**config.mk**
```make
export PLATFORM = sky130hd
export DESIGN_NAME = func_debounce
export DESIGN_NICKNAME = d
export VERILOG_FILES = /design/src/rtl/func_pkg.sv /design/src/rtl/sync2.sv /design/src/rtl/func_debounce.sv
export SDC_FILE = /design/constraint.sdc
export NUM_CORES = 1
export LEC_CHECK = 0
export CAP_MARGIN = 30
export CORE_AREA = 2 2 39 41
export DETAILED_ROUTE_END_ITERATION = 6
export DIE_AREA = 0 0 41 43
export GPL_ROUTABILITY_DRIVEN = 0
export PLACE_DENSITY = 0.73
export RECOVER_POWER = 100
export REMOVE_ABC_BUFFERS = 1
export SKIP_CTS_REPAIR_TIMING = 1
export SLEW_MARGIN = 20
export SYNTH_ARGS = -nofsm -noshare
export SYNTH_HDL_FRONTEND = slang
export SYNTH_SLANG_ARGS = --single-unit
```
**constraint.sdc**
```tcl
create_clock -name clockin -period 2.1 [get_ports clockin]
set_input_delay 0.315 -clock clockin [delete_from_list [all_inputs] [get_ports clockin]]
set_output_delay 0.315 -clock clockin [all_outputs]
set_load 0.1 [all_outputs]
```
**src/rtl/func_pkg.sv**
```systemverilog
// Shared definitions for the function-key conditioning path.
//   state_e   : debounce FSM states, Gray-ordered so each legal move flips one bit
//   FUNC_HOLD : level of funcout that tells the downstream counter to hold
package func_pkg;

  typedef enum logic [1:0] {
    IDLE         = 2'b00,
    PRESS_WAIT   = 2'b01,
    PRESSED      = 2'b11,
    RELEASE_WAIT = 2'b10
  } state_e;

  localparam logic FUNC_HOLD = 1'b1;

endpackage

```
**src/rtl/sync2.sv**
```systemverilog
// Two-flop synchronizer for an asynchronous level into the clockin domain.
//   clockin : destination clock
//   resetb  : async active-low reset, clears both flops
//   d       : asynchronous input level
//   q       : synchronized level, two edges of latency
module sync2 (
  input  logic clockin,
  input  logic resetb,
  input  logic d,
  output logic q
);

  logic meta_q;
  logic sync_q;

  always_ff @(posedge clockin or negedge resetb) begin
    if (!resetb) begin
      meta_q <= 1'b0;
      sync_q <= 1'b0;
    end else begin
      meta_q <= d;
      sync_q <= meta_q;
    end
  end

  assign q = sync_q;

endmodule

```
**src/rtl/func_debounce.sv**
```systemverilog
// Pushbutton conditioner for the funccounter funcin input: synchronizes the
// raw key, debounces it with a DEBN-sample stability window and toggles a
// hold/run mode bit on every accepted press.
//   clockin  : system clock, rising edge
//   resetb   : async active-low reset
//   keyin    : raw, bouncing key level (active high, asynchronous)
//   funcout  : registered mode bit, 1 = hold, 0 = count
//   pressout : one-cycle pulse per accepted press
//   keyout   : debounced key level
module func_debounce
  import func_pkg::*;
#(
  parameter int DEBN = 4,
  parameter int DEBW = 4
) (
  input  logic clockin,
  input  logic resetb,
  input  logic keyin,
  output logic funcout,
  output logic pressout,
  output logic keyout
);

  localparam logic [DEBW-1:0] CNT_MAX = DEBW'(DEBN - 1);
  localparam logic [DEBW-1:0] CNT_ONE = DEBW'(1);

  logic            s;
  state_e          state_q;
  logic [DEBW-1:0] cnt_q;
  logic            func_q;
  logic            press_q;
  logic            key_q;

  sync2 u_sync (
    .clockin (clockin),
    .resetb  (resetb),
    .d       (keyin),
    .q       (s)
  );

  // cnt_q counts consecutive samples at the candidate level, starting at 1
  // on the edge that first sees it; acceptance happens on the edge where a
  // DEBN-th agreeing sample arrives, so cnt_q never passes CNT_MAX.
  always_ff @(posedge clockin or negedge resetb) begin
    if (!resetb) begin
      state_q <= IDLE;
      cnt_q   <= '0;
      func_q  <= ~FUNC_HOLD;
      press_q <= 1'b0;
      key_q   <= 1'b0;
    end else begin
      press_q <= 1'b0;
      unique case (state_q)
        IDLE: begin
          if (s) begin
            cnt_q   <= CNT_ONE;
            state_q <= PRESS_WAIT;
          end
        end
        PRESS_WAIT: begin
          if (!s) begin
            cnt_q   <= '0;
            state_q <= IDLE;
          end else if (cnt_q == CNT_MAX) begin
            cnt_q   <= '0;
            state_q <= PRESSED;
            key_q   <= 1'b1;
            press_q <= 1'b1;
            func_q  <= ~func_q;
          end else begin
            cnt_q <= cnt_q + CNT_ONE;
          end
        end
        PRESSED: begin
          if (!s) begin
            cnt_q   <= CNT_ONE;
            state_q <= RELEASE_WAIT;
          end
        end
        RELEASE_WAIT: begin
          // A release glitch returns to PRESSED silently: no pulse, no toggle.
          if (s) begin
            cnt_q   <= '0;
            state_q <= PRESSED;
          end else if (cnt_q == CNT_MAX) begin
            cnt_q   <= '0;
            state_q <= IDLE;
            key_q   <= 1'b0;
          end else begin
            cnt_q <= cnt_q + CNT_ONE;
          end
        end
        default: begin
          cnt_q   <= '0;
          state_q <= IDLE;
        end
      endcase
    end
  end

  assign funcout  = func_q;
  assign pressout = press_q;
  assign keyout   = key_q;

endmodule

```
==> impl_results.md, run 1 <==
- Initial antenna violation count: 0
- Buffering stage count on the worst path with inverters included: 0
- Initial DRT Pass Iterations: 2
- Synth warnings: 0
- Number of register bits inferred by synthesis: 11
- Net count, final: 70
- Worst Skew: 0.00660 ns
- Later-pin clock latency in the skew report: between 0.2 and 0.3 ns
- Post-synthesis sequential area ratio: a little under half
- Net switching fraction of the power: approximately 43%
- Final non-filler cell area: roughly 660 sq um
- Yosys cell types: 22
- Half-perimeter wire length of the detailed placement result: about 670 microns
- Unrepaired setup endpoints after global routing: no
- Worst-case headroom to the max-slew limit: between 20% and 30%
- Clock slew at the register clock pins of the worst setup and hold paths: approximately 0.07 ns
- Final setup violation count: 0
- Placed instance count: 72
- Worst ir drop on vdd: approximately 0.00065 V
- Standard cell core area: between 1000 and 1500 sq um
- Fraction of post-synthesis cell area in the top cell type by area: a little under half
- Leakage: ~0.00032 uW
- Area grow syn2layout: 12.0%
- Fraction of final layout cells sized beyond drive strength 1: 15.0%
- Hold violation total from the final report: 0
- Data arrival time of the critical path: 1.92 ns
- Number of enable-type register cells in the synthesized netlist: 0
- Critical Path End Type: flip-flop
- Setup TNS: 0 ns
- Width of the die: around 40 microns
- Count of pins over their slew limit: 0
- Fraction of power consumed by sequential logic: around 34%
- Synth Area per Inst: 11.5 sq um
- Pin count of the biggest net entering global routing: 12
- Part of the cycle the worst path needs: approximately 84%
- Post-route DRC violation count: 0
- Hold Path Class: flip-flop to flip-flop
- Max FO, Critical Path: 8
- Die outline area: 1760 sq um
- Startpoint-to-endpoint class of the critical path: flip-flop to flip-flop
- Top-count cell post-synth: sky130_fd_sc_hd__dfrtp_1
- Max stage delay on crit path: around 0.58 ns
- Sink count of the clock tree: 11
- Number of cells in the finished layout apart from fillers: between 70 and 80
- Total wire length: 881 microns
- Period minus WS final: between 1.5 and 2 ns
- Result of the run: completed
- Post-synth ARST share: 100%
- Iteration-0 DRC count of the detailed router: 1
- Routed length per instance: ~12 microns
- Power per cell area: 1360 nW/um^2
- Part of the total power dissipated in the clock network: ~16%
- Std cell rows: 14
- Vert. Die Dim: around 43 microns
- Via count of the first global-routing pass: just under 400
- Comb power frac: between 40 and 50%
- Clock root buffer: sky130_fd_sc_hd__clkbuf_4
- Reg2Reg Setup Slack: approximately 0.33 ns
- Required @ worst endpoint: about 2.3 ns
- Count of buffers from port buffering: 5
- Achievable frequency: between 500 and 600 MHz
- Startpoint types: flip-flop
- Most common flop cell mapped by yosys: sky130_fd_sc_hd__dfrtp_1
- All-Layer GR Usage: roughly 14%
- Most frequent cells after synthesis: sky130_fd_sc_hd__dfrtp_1 (11), sky130_fd_sc_hd__ha_1 (6), sky130_fd_sc_hd__nor2_1 (5)
- Maximum Capacitance Violations: 0
- Cells along the critical path: ha_1 > mux2i_1 > nand2b_4 > mux2_1
- Maximum count of clock buffers along a single path: 2
- Via count normalized by instance count: a little over 5
- Worst-path cell with the longest stage delay: sky130_fd_sc_hd__mux2i_1
- Power dissipated by switching net loads: 382 uW
- Cell family contributing the most delay on the critical path: multiplexers
- H-Tree Level Count: 1
- Count of pins on the block boundary: 6
- Worst slew pin tran: between 1 and 1.5 ns
- Clock tree from TritonCTS: done
- Post-route ant nets: 0
- Most area-consuming cells after synthesis: sky130_fd_sc_hd__dfrtp_1 (47%), sky130_fd_sc_hd__ha_1 (13%), sky130_fd_sc_hd__mux2_4 (5.1%), sky130_fd_sc_hd__nor2_1 (3.2%), sky130_fd_sc_hd__o2bb2ai_1 (3.0%)
- Cell count after synthesis: 51
- DR vias: 382
- Cell internal pwr: just over 500 uW
- Diode insertion count for antenna repair: 0
- Number of buffers created by CTS: 3
- Placement-stage cell area: between 600 and 700 sq um
- Post-synth design cell area: between 500 and 600 sq um
- Area leader, netlist: sky130_fd_sc_hd__dfrtp_1
- Initial Utilization: roughly 42%
- First-pass GRT wire length: 1590 microns
- Aggregate global routing overflow: 0
## registers in the layout, indices dropped and copies added (netlist names)
signal,count
cnt_q,4
funcout,1
keyout,1
pressout,1
state_q,2
u_sync.meta_q,1
u_sync.q,1
## cells in the final DEF (no fill, tap or decap), types with 2 or more instances in the layout
cell type,count
sky130_fd_sc_hd__nor2_1,5
sky130_fd_sc_hd__a21oi_1,2
sky130_fd_sc_hd__o2bb2ai_1,2
sky130_fd_sc_hd__inv_1,4
sky130_fd_sc_hd__clkbuf_4,3
sky130_fd_sc_hd__mux2i_1,2
sky130_fd_sc_hd__dlygate4sd3_1,2
sky130_fd_sc_hd__dfrtp_1,11
sky130_fd_sc_hd__clkbuf_1,2
sky130_fd_sc_hd__ha_1,6
sky130_fd_sc_hd__o21ai_0,3
sky130_fd_sc_hd__clkbuf_2,2
sky130_fd_sc_hd__nand2_1,3
## logic make-up (layout without fill, tap and decap cells)
group | Yosys count | count (layout) | synth area share (%)
buffers and inverters | 4 | 13 | 2.56
muxes | 4 | 4 | 9.19
adders and majority gates | 6 | 6 | 12.8
DFF | 11 | 11 | 47.0
AOI/OAI and AO/OA | 10 | 10 | 11.3
and+or+nand+nor | 15 | 15 | 15.6
xor gates and xnor gates | 1 | 1 | 1.50
## per-layer routing
metal	GRT usage, %	routed length (microns)	vias up
met5	0	0	-
met4	10.0	34	0
met3	3.14	13	4
met2	21.3	438	4
met1	16.0	395	175
li1	-	-	199
## power by group through the flow
stage	registers (uW)	logic (uW)	clock network (uW)
global route	314	497	161
detailed placement	310	481	0
finish	306	443	141
CTS	307	485	149
global placement	307	472	0
floorplan	376	324	0
## final timing paths
kind | from | end | cells past startpoint
setup / recovery | state_q[1] | state_q[1] | 4
hold / removal | u_sync.meta_q | u_sync.q | 0
setup reg to reg | state_q[1] | state_q[1] | 4
hold reg to reg | u_sync.meta_q | u_sync.q | 0
max in group asynchronous | resetb | cnt_q[2] | 1
min in group asynchronous | resetb | u_sync.q | 1
## stage by stage
step / setup slack [ns] / utilization [%] / total power [uW] / hold slack, ns
2_1_floorplan: 0.492 / - / 699 / 0.0194
3_3_place_gp: 0.405 / 46.8 / 779 / 0.333
3_5_place_dp: 0.400 / 46.8 / 791 / 0.355
4_1_cts: 0.381 / 48.7 / 942 / 0.360
5_1_grt: 0.174 / 47.4 / 972 / 0.368
6_report: 0.333 / 47.4 / 890 / 0.358
## layout make-up
cell class / instances / area, sq um
clock buffer: 4 / 26.3
fill: 125 / 728
inverter: 4 / 15.0
multi-input combinational: 36 / 285
sequential: 11 / 275
tap: 16 / 20.0
timing repair buffer: 5 / 33.8
Note: power is estimated with default switching activity, not from simulation.
==> run 2: changes to the inputs <==
==> constraint.sdc (replaced) <==
create_clock -name clockin -period 1.66 [get_ports clockin]
set_input_delay 0.249 -clock clockin [delete_from_list [all_inputs] [get_ports clockin]]
set_output_delay 0.249 -clock clockin [all_outputs]
set_load 0.1 [all_outputs]
==> impl_results.md, run 2 (same netlist as run 1, synthesis figures left out) <==
- Result of the run: finished, violations left
- Violated checks: negative setup slack
- Worst slew pin tran: 0.547 ns (-0.610 ns)
- Later-pin clock latency in the skew report: 0.26 ns (about the same)
- Max FO, Critical Path: 3 (-5)
- Achievable frequency: 593 MHz (+4.8%)
- Worst-case headroom to the max-slew limit: 63.7% (+41 points)
- Cell family contributing the most delay on the critical path: simple AND/OR/NAND/NOR gates
- Period minus WS final: 1.69 ns (-0.0806 ns)
- Diode insertion count for antenna repair: 0 (unchanged)
- Slack of the critical path: -0.0267 ns (-0.359 ns)
- R2R depth: 5 (+1)
- Worst ir drop on vdd: 0.000760 V (+16%)
- Most flop-heavy register: cnt_q
- Met3 Wirelength: 25 microns (+92%)
- Via count normalized by instance count: 5.04 (+0.18%)
- Most common cell after layout, fill and taps aside: sky130_fd_sc_hd__dfrtp_1
- Startpoint-to-endpoint class of the critical path: flip-flop to flip-flop
- Via count of the first global-routing pass: 467 (+21%)
- Std cell rows: 14 (unchanged)
- Clock slew at the register clock pins of the worst setup and hold paths: 0.07 ns (about the same)
- Maximum count of clock buffers along a single path: 2 (unchanged)
- Area grow syn2layout: 26.7%
- Endpoint of the worst register-to-register path: state_q[1]
- Wire length on met2: 628 microns (+43%)
- Initial Utilization: 42.3% (unchanged)
- Pin count of the biggest net entering global routing: 12 (unchanged)
- Post-route met1 wirelength: 502 microns (+27%)
- Maximum Capacitance Violations: 0 (unchanged)
- Total wire length: 1170 microns (+33%)
- Flip-flop count of the largest register after layout: 4 (unchanged)
- Count of buffers from port buffering: 5 (unchanged)
- Worst-path cell with the longest stage delay: sky130_fd_sc_hd__or3b_4
- All-Layer GR Usage: 17.7% (+3.8 points)
- Reg2Reg Setup Slack: -0.03 ns (-0.36 ns)
- Worst hold slack after final layout: 0.367 ns (+0.00862 ns)
- Clock tree from TritonCTS: done
- Width of the die: 41 microns (unchanged)
- Setup slack at placement: -0.0205 ns (-0.421 ns)
- Worst hold path depth: 0 (unchanged)
- Worst Skew: 0.000497 ns (-0.00610 ns)
- Die outline area: 1760 sq um (unchanged)
- Initial DRT Pass Iterations: 4 (+2)
- Net count, final: 79 (+13%)
- Hold violation total from the final report: 0 (unchanged)
- Final setup violation count: 1 (+1)
- Cells along the critical path: ha_2 > or3b_4 > and2_4 > nand2b_4 > mux2_4
- Aggregate global routing overflow: 0 (unchanged)
- Leakage: 0.000360 uW (+14%)
- Hold Path Class: flip-flop to flip-flop
- Top routing layer in use: met4
- Top flop regs: cnt_q x4, state_q x2
- Clock root buffer: sky130_fd_sc_hd__clkbuf_4
- Count of pins over their slew limit: 0 (unchanged)
- Max stage delay on crit path: 0.40 ns (-0.18 ns)
- Half-perimeter wire length of the detailed placement result: 891 microns (+33%)
- Part of the cycle the worst path needs: 102% (+17 points)
- Endpoint with the worst hold slack: u_sync.q
- Fraction of final layout cells sized beyond drive strength 1: 37.7% (+23 points)
- Number of buffers created by CTS: 3 (unchanged)
- Startpoint of the lowest-slack hold path: u_sync.meta_q
- Startpoint types: flip-flop
- Placement-stage cell area: 738 sq um (+14%)
- Sink count of the clock tree: 11 (unchanged)
- Unrepaired setup endpoints after global routing: yes
- R2r startpoint: cnt_q[1]
- Power per cell area: 1820 nW/um^2 (+34%)
- Setup TNS: -0.0267 ns (-0.0267 ns)
- Most frequent cells in the layout: sky130_fd_sc_hd__dfrtp_1 (11), sky130_fd_sc_hd__buf_4 (9), sky130_fd_sc_hd__nor2_1 (5)
- H-Tree Level Count: 1 (unchanged)
- Data arrival time of the critical path: 1.84 ns (-0.08 ns)
- Final non-filler cell area: 742 sq um (+13%)
- Required @ worst endpoint: 1.81 ns (-0.45 ns)
- Count of pins on the block boundary: 6 (unchanged)
- Standard cell core area: 1380 sq um (unchanged)
- Post-route DRC violation count: 0 (unchanged)
- Routed length per instance: 13.8 microns (+19%)
- DR vias: 428 (+12%)
- Buffering stage count on the worst path with inverters included: 0 (unchanged)
- Critical Path End Type: flip-flop
- Vert. Die Dim: 43 microns (unchanged)
- Initial antenna violation count: 0 (unchanged)
- First-pass GRT wire length: 2030 microns (+27%)
- Post-route ant nets: 0 (unchanged)
- Count of fill cells added during filler insertion: 118 (-5.6%)
- Iteration-0 DRC count of the detailed router: 6 (+5)
-- run 2: where the power goes --
part / internal, uW / total [uW] / switching [uW]
logic: 368 / 783 / 415
registers: 334 / 385 / 51.5
clock network: 92.9 / 179 / 86.5
total: 794 / 1350 / 553
-- run 2: per-stage QoR --
step | util (%) | cells | power [uW]
4_1_cts | 55.2 | 83 | 1360
3_3_place_gp | 53.3 | 79 | 1150
5_1_grt | 53.6 | 85 | 1440
2_1_floorplan | - | 51 | 885
6_report | 53.6 | 85 | 1350
3_5_place_dp | 53.3 | 79 | 1170
-- run 2: final cells by class --
class                   instances  area (sq um)  area share (%)
flip-flops and latches         11           275            37.1
inverters                       4          15.0            2.02
multi-input cells              36           303            40.8
well taps                      16          20.0            2.70
repair buffers                 14           103            13.8
clock buffers                   4          26.3            3.54
-- run 2: worst max-delay path by stage --
stage,start,to,slack (ns),cells past startpoint
floorplan,state_q[0],state_q[1],0.05,6
global placement,cnt_q[1],state_q[1],0.02,5
detailed placement,cnt_q[1],state_q[1],-0.02,5
CTS,cnt_q[1],state_q[1],-0.04,5
global route,cnt_q[1],state_q[1],-0.06,5
finish,cnt_q[1],state_q[1],-0.03,5
-- run 2: per-layer routing --
metal | track usage, % | up-vias
met2 | 24.7 | 10
met5 | 0 | -
met4 | 9.33 | 0
met3 | 5.24 | 2
li1 | - | 213
met1 | 23.8 | 203
-- run 2: worst reg2reg max path: stages, from the launching register on --
cell	delay (ns)
sky130_fd_sc_hd__dfrtp_1	0.37
sky130_fd_sc_hd__ha_2	0.20
sky130_fd_sc_hd__or3b_4	0.40
sky130_fd_sc_hd__and2_4	0.16
sky130_fd_sc_hd__nand2b_4	0.15
sky130_fd_sc_hd__mux2_4	0.30
==> run 3: changes to the inputs <==
--- a/config.mk
+++ b/config.mk
@@ -6,11 +6,10 @@
 export NUM_CORES = 1
 export LEC_CHECK = 0
 export CAP_MARGIN = 30
-export CORE_AREA = 2 2 39 41
+export CORE_UTILIZATION = 45
 export DETAILED_ROUTE_END_ITERATION = 6
-export DIE_AREA = 0 0 41 43
 export GPL_ROUTABILITY_DRIVEN = 0
-export PLACE_DENSITY = 0.73
+export PLACE_DENSITY = 0.75
 export RECOVER_POWER = 100
 export REMOVE_ABC_BUFFERS = 1
 export SKIP_CTS_REPAIR_TIMING = 1
==> impl_results.md, run 3 (same netlist as run 1, synthesis figures left out) <==
- Result of the run: completed
- Half-perimeter wire length of the detailed placement result: 820 microns (-7.9%)
- Clock root buffer: sky130_fd_sc_hd__clkbuf_4
- Initial DRT Pass Iterations: 4 (unchanged)
- Net count, final: 80 (+1.3%)
- Final setup violation count: 0 (-1)
- Worst hold path depth: 0 (unchanged)
- Part of the total power dissipated in the clock network: 12.6% (-0.7 points)
- Setup slack at placement: -0.0160 ns (+0.00453 ns)
- Iteration-0 DRC count of the detailed router: 6 (unchanged)
- Part of the cycle the worst path needs: 99.5% (-2.1 points)
- Sink count of the clock tree: 11 (unchanged)
- Combined area of the multi-input logic cells: 317 sq um (+4.5%)
- Critical Path End Type: flip-flop
- DR vias: 455 (+6.3%)
- Clock tree from TritonCTS: done
- CP Depth: 5 (unchanged)
- Aggregate global routing overflow: 0 (unchanged)
- Top flop regs: cnt_q x4, state_q x2
- Net switching fraction of the power: 40.2% (-0.84 points)
- Maximum Capacitance Violations: 0 (unchanged)
- Most frequent cells in the layout: sky130_fd_sc_hd__dfrtp_1 (10), sky130_fd_sc_hd__buf_4 (10), sky130_fd_sc_hd__nor2_1 (5), sky130_fd_sc_hd__ha_2 (5)
- Area grow syn2layout: 30.1%
- Maximum count of clock buffers along a single path: 2 (unchanged)
- Die outline area: 1450 sq um (-18%)
- Clock slew at the register clock pins of the worst setup and hold paths: 0.07 ns (about the same)
- Fraction of final layout cells sized beyond drive strength 1: 44.3% (+6.6 points)
- Cells along the critical path: ha_2 > or3b_4 > and2_4 > nand2b_4 > mux2_4
- Worst ir drop on vdd: 0.00115 V (+51%)
- Post-route ant nets: 0 (unchanged)
- Diode insertion count for antenna repair: 0 (unchanged)
- Unrepaired setup endpoints after global routing: yes
- Width of the die: 38.1 microns (-7.1%)
- H-Tree Level Count: 1 (unchanged)
- Worst-case headroom to the max-slew limit: 64.0% (+0.28 points)
- All-Layer GR Usage: 18.5% (+0.82 points)
- Pin count of the biggest net entering global routing: 12 (unchanged)
- Leakage: 0.000361 uW (+0.17%)
- Count of buffers from port buffering: 5 (unchanged)
- Hold Path Class: flip-flop to flip-flop
- Vert. Die Dim: 38.1 microns (-11%)
- Startpoint types: flip-flop
- Std cell rows: 12 (-2)
- First-pass GRT wire length: 1730 microns (-15%)
- Count of pins on the block boundary: 6 (unchanged)
- Cell family contributing the most delay on the critical path: simple AND/OR/NAND/NOR gates
- Initial Utilization: 50.6% (+8.3 points)
- Number of cells in the finished layout apart from fillers: 84 (-1.2%)
- Fraction of power consumed by sequential logic: 28.2% (-0.4 points)
- Slack of the critical path: 0.00783 ns (+0.0345 ns)
- Startpoint-to-endpoint class of the critical path: flip-flop to flip-flop
- Max FO, Critical Path: 3 (unchanged)
- Buffering stage count on the worst path with inverters included: 0 (unchanged)
- Most flop-heavy register: cnt_q
- Flip-flop count of the largest register after layout: 4 (unchanged)
- Via count normalized by instance count: 5.42 (+7.6%)
- Routed length per instance: 13.8 microns (+0.41%)
- Sequential cell area: 277 sq um (+0.45%)
- Worst Skew: 0.0108 ns (+0.0103 ns)
- Achievable frequency: 605 MHz (+2.1%)
- R2R depth: 5 (unchanged)
- Worst slew pin tran: 0.542 ns (-0.00421 ns)
- Max stage delay on crit path: 0.38 ns (-0.02 ns)
- Count of pins over their slew limit: 0 (unchanged)
- Comb power frac: 59.2% (+1.1 points)
- Required @ worst endpoint: 1.81 ns (about the same)
- Cell internal pwr: 837 uW (+5.4%)
- Number of buffers created by CTS: 3 (unchanged)
- Initial antenna violation count: 0 (unchanged)
- Worst-path cell with the longest stage delay: sky130_fd_sc_hd__or3b_4
- Data arrival time of the critical path: 1.81 ns (-0.03 ns)
- Hold violation total from the final report: 0 (unchanged)
- Total wire length: 1160 microns (-0.77%)
- Later-pin clock latency in the skew report: 0.27 ns (about the same)
- Period minus WS final: 1.65 ns (-0.0345 ns)
- Placed instance count: 76 (-3.8%)
- Power per cell area: 1840 nW/um^2 (+1.2%)
- Power dissipated by switching net loads: 563 uW (+1.8%)
- Via count of the first global-routing pass: 399 (-15%)
- Count of fill cells added during filler insertion: 78 (-34%)
- Standard cell core area: 1160 sq um (-16%)
- Post-route DRC violation count: 0 (unchanged)
## run 3: path summary, 6_finish.rpt
path | slack [ns] | endpoint | startpoint
max in group asynchronous | 0.92 | state_q[1] | resetb
max | 0.008 | state_q[1] | cnt_q[1]
min reg2reg | 0.36 | u_sync.q | u_sync.meta_q
max reg2reg | 0.008 | state_q[1] | cnt_q[1]
min | 0.36 | u_sync.q | u_sync.meta_q
min in group asynchronous | 0.38 | cnt_q[2] | resetb
## run 3: routing by layer
metal	up-vias	GRT usage [%]	wire length, microns
met5	-	0	0
met1	218	20.3	514
li1	221	-	-
met4	0	8.04	0
met2	16	30.1	581
met3	0	8.72	66
## run 3: final cells by class
| type | instances | share of cell area [%] |
|---|---|---|
| clock buffer | 4 | 3.45 |
| inverter | 4 | 1.97 |
| multi-input combinational | 36 | 41.5 |
| sequential | 11 | 36.3 |
| tap | 14 | 2.30 |
| timing repair buffer | 15 | 14.4 |
## run 3: per-stage QoR
step / hold WS (ns) / area [sq um] / utilization, % / power [uW] / TNS (ns)
global route: 0.366 / 762 / 65.9 / 1480 / -0.0149
global placement: 0.341 / 728 / 63.0 / 1130 / 0
floorplan: -0.0466 / 586 / - / 885 / 0
detailed placement: 0.344 / 728 / 63.0 / 1160 / -0.0242
finish: 0.355 / 762 / 65.9 / 1400 / 0
CTS: 0.316 / 754 / 65.3 / 1350 / -0.0694
## run 3: worst register-to-register path, delay by kind of cell (launching register included)
kind,cells,cell delay (ns)
and+or+nand+nor,3,0.68
DFF,1,0.37
muxes,1,0.30
adders and majority gates,1,0.19
## run 3: power by group through the flow
| stage | combinational [uW] | clock [uW] | sequential [uW] |
|---|---|---|---|
| after CTS | 767 | 187 | 394 |
| final | 830 | 176 | 395 |
| after detailed placement | 763 | 0 | 399 |
| after global placement | 740 | 0 | 393 |
| after global routing | 882 | 202 | 401 |
| after floorplan | 410 | 0 | 475 |
